===== config.mk =====
export PLATFORM = sky130hd
export DESIGN_NAME = pipe_stage_buf_flat
export DESIGN_NICKNAME = d
export VERILOG_FILES = /design/src/rtl/pipe_pkg.sv /design/src/rtl/pipe_stage_buf_if.sv /design/src/rtl/pipe_entry.sv /design/src/rtl/pipe_stage_buf.sv /design/src/flat_wrapper.sv
export SDC_FILE = /design/constraint.sdc
export NUM_CORES = 1
export LEC_CHECK = 0
export ABC_AREA = 1
export CAP_MARGIN = 40
export CORE_MARGIN = 2
export CORE_UTILIZATION = 40
export DETAILED_ROUTE_END_ITERATION = 8
export PLACE_DENSITY = 0.66
export REMOVE_ABC_BUFFERS = 1
export SETUP_SLACK_MARGIN = 0.2
export SLEW_MARGIN = 20
export SYNTH_ARGS = -nofsm -noshare
export SYNTH_HDL_FRONTEND = slang
export SYNTH_SLANG_ARGS = --single-unit

===== constraint.sdc =====
create_clock -name clock -period 2.7 [get_ports clock]
set_input_delay 0.54 -clock clock [delete_from_list [all_inputs] [get_ports clock]]
set_output_delay 0.54 -clock clock [all_outputs]
set_load 0.01 [all_outputs]

===== src/rtl/pipe_pkg.sv =====
// Shared types and constants for the elastic pipeline-stage buffer (pipe_stage_buf).
package pipe_pkg;

  localparam int unsigned PIPE_CTRL_W = 12;
  localparam int unsigned PIPE_DATA_W = 197;
  localparam int unsigned PIPE_PC_W   = 32;

  typedef enum logic [1:0] {
    PS_EMPTY = 2'd0,
    PS_ONE   = 2'd1,
    PS_TWO   = 2'd2
  } pipe_state_t;

  // Bit positions inside the control bundle
  localparam int unsigned CTRL_BRANCH     = 0;
  localparam int unsigned CTRL_MEMREAD    = 1;
  localparam int unsigned CTRL_MEMTOREG   = 2;
  localparam int unsigned CTRL_MEMWRITE   = 3;
  localparam int unsigned CTRL_ALUSRC     = 4;
  localparam int unsigned CTRL_REGWRITE   = 5;
  localparam int unsigned CTRL_JUMP       = 6;
  localparam int unsigned CTRL_ALUCTL_LSB = 7;
  localparam int unsigned CTRL_ALUCTL_MSB = 10;

  function automatic logic [1:0] occ_of(pipe_state_t s);
    case (s)
      PS_ONE:  return 2'd1;
      PS_TWO:  return 2'd2;
      default: return 2'd0;
    endcase
  endfunction

endpackage


===== src/rtl/pipe_stage_buf_if.sv =====
// Upstream/downstream valid/ready bundle of one pipeline stage.
// Handshake: a beat moves on an edge where valid & ready are both 1; valid never waits on ready.
interface pipe_stage_buf_if
  import pipe_pkg::*;
#(
  parameter int unsigned CTRL_W = PIPE_CTRL_W,
  parameter int unsigned DATA_W = PIPE_DATA_W,
  parameter int unsigned PC_W   = PIPE_PC_W
);
  logic              in_valid;
  logic              in_ready;
  logic [CTRL_W-1:0] in_ctrl;
  logic [DATA_W-1:0] in_data;
  logic [PC_W-1:0]   in_pc;
  logic              out_valid;
  logic              out_ready;
  logic [CTRL_W-1:0] out_ctrl;
  logic [DATA_W-1:0] out_data;
  logic [PC_W-1:0]   out_pc;

  modport master (
    output in_valid, in_ctrl, in_data, in_pc, out_ready,
    input  in_ready, out_valid, out_ctrl, out_data, out_pc
  );

  modport slave (
    input  in_valid, in_ctrl, in_data, in_pc, out_ready,
    output in_ready, out_valid, out_ctrl, out_data, out_pc
  );
endinterface


===== src/rtl/pipe_entry.sv =====
// One {valid, ctrl, data, pc} holding register of the stage buffer.
// PIPE_ZERO_BUBBLE_EN: also clear data/pc whenever the entry is killed.
module pipe_entry
  import pipe_pkg::*;
#(
  parameter int unsigned CTRL_W = PIPE_CTRL_W,
  parameter int unsigned DATA_W = PIPE_DATA_W,
  parameter int unsigned PC_W   = PIPE_PC_W
) (
  input  logic              clock,
  input  logic              reset,
  input  logic              flush,
  input  logic              load,
  input  logic              drop,
  input  logic [CTRL_W-1:0] d_ctrl,
  input  logic [DATA_W-1:0] d_data,
  input  logic [PC_W-1:0]   d_pc,
  output logic              q_valid,
  output logic [CTRL_W-1:0] q_ctrl,
  output logic [DATA_W-1:0] q_data,
  output logic [PC_W-1:0]   q_pc
);

  always_ff @(posedge clock) begin
    if (reset) begin
      q_valid <= 1'b0;
      q_ctrl  <= '0;
      q_data  <= '0;
      q_pc    <= '0;
    end else if (flush || (drop && !load)) begin
      // A dead entry must look like a NOP downstream
      q_valid <= 1'b0;
      q_ctrl  <= '0;
`ifdef PIPE_ZERO_BUBBLE_EN
      q_data  <= '0;
      q_pc    <= '0;
`endif
    end else if (load) begin
      q_valid <= 1'b1;
      q_ctrl  <= d_ctrl;
      q_data  <= d_data;
      q_pc    <= d_pc;
    end
  end

endmodule


===== src/rtl/pipe_stage_buf.sv =====
// Elastic pipeline-stage register: main + skid entry, registered in_ready, synchronous flush.
// Optional PIPE_ZERO_BUBBLE_EN zeroes data/pc of invalid entries as well as control.
module pipe_stage_buf
  import pipe_pkg::*;
#(
  parameter int unsigned CTRL_W = PIPE_CTRL_W,
  parameter int unsigned DATA_W = PIPE_DATA_W,
  parameter int unsigned PC_W   = PIPE_PC_W
) (
  input  logic                   clock,
  input  logic                   reset,
  input  logic                   flush,
  pipe_stage_buf_if.slave        bus,
  output logic [1:0]             occupancy,
  output pipe_state_t            dbg_state
);

  pipe_state_t state_q, state_d;

  logic accept, take;
  logic main_load, main_from_skid, main_drop;
  logic skid_load, skid_drop;

  logic              main_valid, skid_valid;
  logic [CTRL_W-1:0] main_ctrl, skid_ctrl, main_d_ctrl;
  logic [DATA_W-1:0] main_data, skid_data, main_d_data;
  logic [PC_W-1:0]   main_pc, skid_pc, main_d_pc;

  // Handshake qualifiers depend only on the state register, never on out_ready
  assign bus.in_ready  = (state_q != PS_TWO);
  assign bus.out_valid = (state_q != PS_EMPTY);
  assign accept        = bus.in_valid & bus.in_ready;
  assign take          = bus.out_valid & bus.out_ready;

  always_ff @(posedge clock) begin
    if (reset) state_q <= PS_EMPTY;
    else       state_q <= state_d;
  end

  always_comb begin
    state_d        = state_q;
    main_load      = 1'b0;
    main_from_skid = 1'b0;
    main_drop      = 1'b0;
    skid_load      = 1'b0;
    skid_drop      = 1'b0;
    case (state_q)
      PS_EMPTY: begin
        if (accept) begin
          main_load = 1'b1;
          state_d   = PS_ONE;
        end
      end
      PS_ONE: begin
        if (accept && take) begin
          main_load = 1'b1;
        end else if (accept) begin
          skid_load = 1'b1;
          state_d   = PS_TWO;
        end else if (take) begin
          main_drop = 1'b1;
          state_d   = PS_EMPTY;
        end
      end
      PS_TWO: begin
        if (take) begin
          main_load      = 1'b1;
          main_from_skid = 1'b1;
          skid_drop      = 1'b1;
          state_d        = PS_ONE;
        end
      end
      default: state_d = PS_EMPTY;
    endcase
    if (flush) state_d = PS_EMPTY;
  end

  assign main_d_ctrl = main_from_skid ? skid_ctrl : bus.in_ctrl;
  assign main_d_data = main_from_skid ? skid_data : bus.in_data;
  assign main_d_pc   = main_from_skid ? skid_pc   : bus.in_pc;

  pipe_entry #(.CTRL_W(CTRL_W), .DATA_W(DATA_W), .PC_W(PC_W)) u_main (
    .clock   (clock),
    .reset   (reset),
    .flush   (flush),
    .load    (main_load),
    .drop    (main_drop),
    .d_ctrl  (main_d_ctrl),
    .d_data  (main_d_data),
    .d_pc    (main_d_pc),
    .q_valid (main_valid),
    .q_ctrl  (main_ctrl),
    .q_data  (main_data),
    .q_pc    (main_pc)
  );

  pipe_entry #(.CTRL_W(CTRL_W), .DATA_W(DATA_W), .PC_W(PC_W)) u_skid (
    .clock   (clock),
    .reset   (reset),
    .flush   (flush),
    .load    (skid_load),
    .drop    (skid_drop),
    .d_ctrl  (bus.in_ctrl),
    .d_data  (bus.in_data),
    .d_pc    (bus.in_pc),
    .q_valid (skid_valid),
    .q_ctrl  (skid_ctrl),
    .q_data  (skid_data),
    .q_pc    (skid_pc)
  );

  assign bus.out_ctrl = main_ctrl;
  assign bus.out_data = main_data;
  assign bus.out_pc   = main_pc;
  assign occupancy    = occ_of(state_q);
  assign dbg_state    = state_q;

  // Entry valid bits must always agree with the state encoding
  always_ff @(posedge clock) begin
    if (!reset) begin
      assert ((main_valid == (state_q != PS_EMPTY)) && (skid_valid == (state_q == PS_TWO)));
    end
  end

endmodule

===== src/flat_wrapper.sv =====
// flat-port wrapper written by rule: the top's interface ports become plain ports
module pipe_stage_buf_flat import pipe_pkg::*;
#(
  parameter int unsigned CTRL_W = PIPE_CTRL_W,
  parameter int unsigned DATA_W = PIPE_DATA_W,
  parameter int unsigned PC_W   = PIPE_PC_W
)
  (clock, reset, flush, occupancy, dbg_state, bus_in_valid, bus_in_ctrl, bus_in_data, bus_in_pc, bus_out_ready, bus_in_ready, bus_out_valid, bus_out_ctrl, bus_out_data, bus_out_pc);
  pipe_stage_buf_if #(.CTRL_W(CTRL_W), .DATA_W(DATA_W), .PC_W(PC_W)) bus_i ();
  input  logic clock;
  input  logic reset;
  input  logic flush;
  output logic [1:0] occupancy;
  output pipe_state_t dbg_state;
  input wire logic [$bits(bus_i.in_valid)-1:0] bus_in_valid;
  input wire logic [$bits(bus_i.in_ctrl)-1:0] bus_in_ctrl;
  input wire logic [$bits(bus_i.in_data)-1:0] bus_in_data;
  input wire logic [$bits(bus_i.in_pc)-1:0] bus_in_pc;
  input wire logic [$bits(bus_i.out_ready)-1:0] bus_out_ready;
  output wire logic [$bits(bus_i.in_ready)-1:0] bus_in_ready;
  output wire logic [$bits(bus_i.out_valid)-1:0] bus_out_valid;
  output wire logic [$bits(bus_i.out_ctrl)-1:0] bus_out_ctrl;
  output wire logic [$bits(bus_i.out_data)-1:0] bus_out_data;
  output wire logic [$bits(bus_i.out_pc)-1:0] bus_out_pc;
  assign bus_i.in_valid = bus_in_valid;
  assign bus_i.in_ctrl = bus_in_ctrl;
  assign bus_i.in_data = bus_in_data;
  assign bus_i.in_pc = bus_in_pc;
  assign bus_i.out_ready = bus_out_ready;
  assign bus_in_ready = bus_i.in_ready;
  assign bus_out_valid = bus_i.out_valid;
  assign bus_out_ctrl = bus_i.out_ctrl;
  assign bus_out_data = bus_i.out_data;
  assign bus_out_pc = bus_i.out_pc;
  pipe_stage_buf #(.CTRL_W(CTRL_W), .DATA_W(DATA_W), .PC_W(PC_W)) u_core (.clock(clock), .reset(reset), .flush(flush), .bus(bus_i), .occupancy(occupancy), .dbg_state(dbg_state));
endmodule

# Word-level counts from Yosys, hierarchy flattened
# Cells that the tools add are included.
[word_totals] reg_bits=484 word_cells=53 output_inout_bits=247 input_bits=246
[op_classes] muxes=20 reduce_logical=15 n_bitwise=4 n_eq_ne=7
[ops] cell="$mux 197" count=1
[ops] cell="$mux 32" count=1
[ops] cell="$mux 12" count=1
[ops] cell="$mux 2" count=5
[ops] cell="$mux 1" count=9
[ops] cell="$pmux 2 s3" count=1
[ops] cell="$reduce_or 2->1" count=3
[ops] cell="$ne 2x1->1 const B" count=2
[ops] cell="$ne 2x2->1 const B" count=2
[ops] cell="$pmux 2 s2" count=1
[ops] cell="$reduce_and 2->1" count=2
[ops] cell="$reduce_and 4->1" count=1
[ops] cell="$logic_and 1x1->1" count=3
[ops] cell="$ne 3x1->1 const B" count=1
[ops] cell="$pmux 1 s3" count=1
[ops] cell="$and 1x1->1" count=2
[ops] cell="$eq 2x1->1 const B" count=1
[ops] cell="$eq 2x2->1 const B" count=1
[ops] cell="$logic_not 1->1" count=2
[ops] cell="$logic_not 2->1" count=1
[ops] cell="$logic_or 1x1->1" count=2
[ops] cell="$not 1->1" count=2
[ops] cell="$reduce_bool 2->1" count=1

# Depth between registers and ports, before layout
# Gate-level depths: netlist of run 1.
[logic_depth] word_depth=10 ltp_mapped=9 ltp_nobuf=7

# Cells and area by module
# Synthesis of run 1 repeated with hierarchy kept, for this count alone.
[unflattened] cells_unflattened=4841 hier_area_um2=27587.7
[by_module_without_submodules] mod="pipe_entry" area_each_um2=12203.0 instances=2 cells_per_inst=2018
[by_module_without_submodules] mod="pipe_stage_buf" area_each_um2=3181.8 instances=1 cells_per_inst=805

# Worst setup path before layout of run 1
# Ideal clock, no wire load.
[synth_path] path_kind="input-to-reg" from="input port bus_out_ready" to="register u_core.u_skid.q_data[146]" path_buffers=2 stages=8 slack_ps=1124 arrival_ps=1444 setup_time_ps=132 cell_sequence="inv_1 -> nand2_1 -> nor2_1 -> nand2_1 -> buf_2 -> buf_1 -> nand2_1 -> a21oi_1"
[synth_via] elab_chain_len=9 word_cells_on_any_way=11 classes_between="mux (4); bitwise (2); reduce/logical (5)"
[synth_lines] element="start: declaration" line_no="flat_wrapper.sv:19" text="input wire logic [$bits(bus_i.out_ready)-1:0] bus_out_ready;"
[synth_lines] element="$and 1x1->1 (*)" line_no="pipe_stage_buf.sv:33" text="assign take = bus.out_valid & bus.out_ready;"
[synth_lines] element="$logic_and 1x1->1" line_no="pipe_stage_buf.sv:55" text="if (accept && take) begin"
[synth_lines] element="$mux 1" line_no="pipe_stage_buf.sv:55"
[synth_lines] element="$mux 1" line_no="pipe_stage_buf.sv:47" text="case (state_q)"
[synth_lines] element="$logic_not 1->1" line_no="pipe_entry.sv:30" text="end else if (flush || (drop && !load)) begin"
[synth_lines] element="$logic_and 1x1->1" line_no="pipe_entry.sv:30"
[synth_lines] element="$logic_or 1x1->1" line_no="pipe_entry.sv:30"
[synth_lines] element="$not 1->1 (no line)"
[synth_lines] element="$reduce_and 2->1 (no line) (*)"
[synth_lines] element="end signal: assignment" line_no="pipe_entry.sv:41" text="q_data <= d_data;"
[synth_lines] element="end: declaration" line_no="pipe_entry.sv:20" text="output logic [DATA_W-1:0] q_data,"
# Mark *: on every way between the ends. The rest lies on a longest branch, timed or not.
# A chain may end at the register's enable or synchronous reset.

# Worst setup path in the final report of run 1
[layout_path] from="register u_core.state_q[1] (netlist: u_core.dbg_state[1])" to="output port occupancy[1]"
[layout_via] elab_chain_len=2 word_cells_on_any_way=3 classes_between="eq/ne (2); mux (1)"
[layout_lines] element="start: declaration" line_no="pipe_stage_buf.sv:18" text="pipe_state_t state_q, state_d;"
[layout_lines] element="start signal: assignment" line_no="pipe_stage_buf.sv:37" text="else state_q <= state_d;"
[layout_lines] element="$eq 2x2->1 / $eq 2x1->1 (equally long branches)" line_no="pipe_pkg.sv:26" text="case (s)"
[layout_lines] element="$pmux 2 s2 (*)" line_no="pipe_pkg.sv:26"
[layout_lines] element="end: declaration" line_no="flat_wrapper.sv:13" text="output logic [1:0] occupancy;"
# Marked as above.

==> flow_summary.yaml, run 1 <==
sta:
  rsz0062_at_grt: "false"
  fin_crit_ns: 2.37
  finalSetupTns_ns: 0
  whs_ns: 0.406
  fin_ws_ns: 0.331
  finalSetupViolCount: 0
  max_clock_freq_mhz: 422
  min_period_over_period: 0.877
  tightest_slew_ns: 0.779
  finClkSkew_ns: 0.0160
  relSlewSlack: 0.481
  hold_viol_final: 0
  slew_violations: 0
routing:
  ant_nets: 0
  drc: 0
  wl_per_cell_um: 14.2
  drt_first_iter_violations: 1187
  vias: 21054
  first_pass_iters: 5
  wl_um: 64300
  avgViaCountPerCell: 4.64
layout:
  fin_util: 0.548
  stdcell_count: 4536
  syn_to_final_growth_pct: 35.7
  finalNetCount: 4039
  layout-drive-gt1-share: 0.0464
  finalInstanceArea_um2: 29400
global_route:
  grtUsageTotal: 0.223
  antenna_found_initial: 10
  gr-total-overflow: 0
  grt_pass1_wl_um: 102000
  grt_pass1_vias: 18878
  grt_max_degree: 121
cts:
  clk_pin_slew_ns: 0.06
  htree_levels: 2
  postCtsSetupBuffers: 0
  tritoncts: "built"
  hold_buffers: 0
  cts_max_path_buffers: 3
  clk_latency_ns: 0.59
  numCtsBuffers: 53
  numClockSinks: 484
  cts_root_buf: "clkbuf_16"
  post_cts_resized: 0
outcome:
  outcome: "finished, final reports clean"
logic_synthesis:
  synth_warnings: 0
  ys_ff_latch: 484
  avgSynthCellArea_um2: 6.38
  syn_area_um2: 21700
  synth_top_area_frac: 0.447
  synth_most_common_cell: "nand2_1"
  ys_seq_area_frac: 0.447
  ys_types: 14
  syn_inst: 3402
  synthTopCellsByCount: "nand2_1 (963), nor2_1 (497), inv_1 (489)"
  synth_area_leaders: "dfxtp_1 (45%), nand2_1 (17%), nor2_1 (8.6%)"
  async_flop_share: 0
  synth_edf_count: 0
  ys.flop_type: "dfxtp_1"
  synth_area_leader_cell: "dfxtp_1"
critical_path:
  cp-start-kind: "flip-flop"
  ff2ff_path_depth: 9
  reg2reg_slack_ns: 0.95
  arrival_ns: 1.83
  critPathRequiredTime_ns: 2.16
  end_kind: "output pin"
  crit_fanout: 6
  critical_path_class: "reg2out"
die:
  fp.dieArea_um2: 56100
  pin_count: 493
  core_um2: 53700
  initial_core_util: 0.404
  num_rows: 85
  dieHeight_um: 237
  dieWidth_um: 237
place:
  numPortBuffers: 492
  place.gp.congestion: 0.828
  dp_slack_ns: 0.318
  dp_hpwl_um: 42900
  dpl_cell_area_um2: 27500
  dp_cells: 4434
power_and_ir_drop:
  powerDensity_nw_per_um2: 599
  vdd_drop_max_mv: 0.453
  p_leak_nw: 12.4
  p_total_mw: 17.6
worst_hold_path:
  hold_depth: 2
  hold_path_class: "in2reg"
flow_run:
  maxCapViolations: 0
-- layer usage --
| metal | up-vias | track usage | share of wire |
|---|---|---|---|
| li1 | 11096 | - | - |
| met1 | 9282 | 0.297 | 0.45 |
| met2 | 556 | 0.360 | 0.45 |
| met3 | 108 | 0.0520 | 0.066 |
| met4 | 12 | 0.0619 | 0.024 |
| met5 | - | 0 | 0.0013 |
-- logic make-up (layout without fill, tap and decap cells) --
| family | count (synthesis) | in the layout | synth area share |
|---|---|---|---|
| buffers and inverters | 728 | 1161 | 0.132 |
| DFF | 484 | 484 | 0.447 |
| AOI/OAI and AO/OA | 486 | 486 | 0.112 |
| and+or+nand+nor | 1704 | 1704 | 0.309 |
| other | 0 | 5 | 0 |
-- cell type report --
| type | count | area (um2) |
|---|---|---|
| diodes | 5 | 12.5 |
| clock buffers | 78 | 1610 |
| clock inverters | 19 | 255 |
| fillers | 5254 | 24300 |
| inverters | 492 | 1860 |
| multi-input cells | 2190 | 9180 |
| flip-flops and latches | 484 | 9690 |
| well taps | 696 | 871 |
| repair buffers | 572 | 5950 |
-- placed cells by master (no fill, tap or decap), drive strengths merged --
cell type / n
o21ai: 242
clkbuf: 78
buf: 81
dfxtp: 484
nand2: 963
diode: 5
bufinv: 6
inv: 493
clkdlybuf4s50: 491
a31oi: 1
clkinvlp: 1
a21oi: 243
nand3: 244
nor2: 497
clkinv: 11
-- worst max-delay path: stages (launching register included) --
cell             delay [ns]
dfxtp_1                0.47
nand2_1                0.15
inv_1                  0.10
clkdlybuf4s50_1        0.53
-- where the power goes --
part	internal, mW	switching [mW]
clock	4.69	3.01
sequential	7.43	0.183
combinational	1.15	1.16
total	13.3	4.36
-- registers in the layout, indices dropped and copies added (netlist names) --
| signal | flops |
|---|---|
| u_core.u_main.q_data | 197 |
| u_core.u_skid.q_pc | 32 |
| u_core.u_main.q_ctrl | 12 |
| u_core.u_skid.q_data | 197 |
| u_core.u_skid.q_ctrl | 12 |
| u_core.dbg_state | 2 |
| u_core.u_main.q_pc | 32 |
-- path summary, 6_finish.rpt --
| check | from | end |
|---|---|---|
| min | reset | u_core.u_skid.q_data[58] |
| max reg2reg | u_core.dbg_state[0] | u_core.u_main.q_pc[5] |
| min reg2reg | u_core.u_skid.q_ctrl[5] | u_core.u_skid.q_ctrl[5] |
| max | u_core.dbg_state[1] | occupancy[1] |
(Power assumes the default switching activity.)
==> run 2, diff against run 1 <==
--- a/config.mk
+++ b/config.mk
@@ -6,7 +6,6 @@
 export NUM_CORES = 1
 export LEC_CHECK = 0
 export ABC_AREA = 1
-export CAP_MARGIN = 40
 export CORE_MARGIN = 2
 export CORE_UTILIZATION = 40
 export DETAILED_ROUTE_END_ITERATION = 8
==> results of run 2 <==
No change in the layout: final DEF, timing and power equal those of run 1.
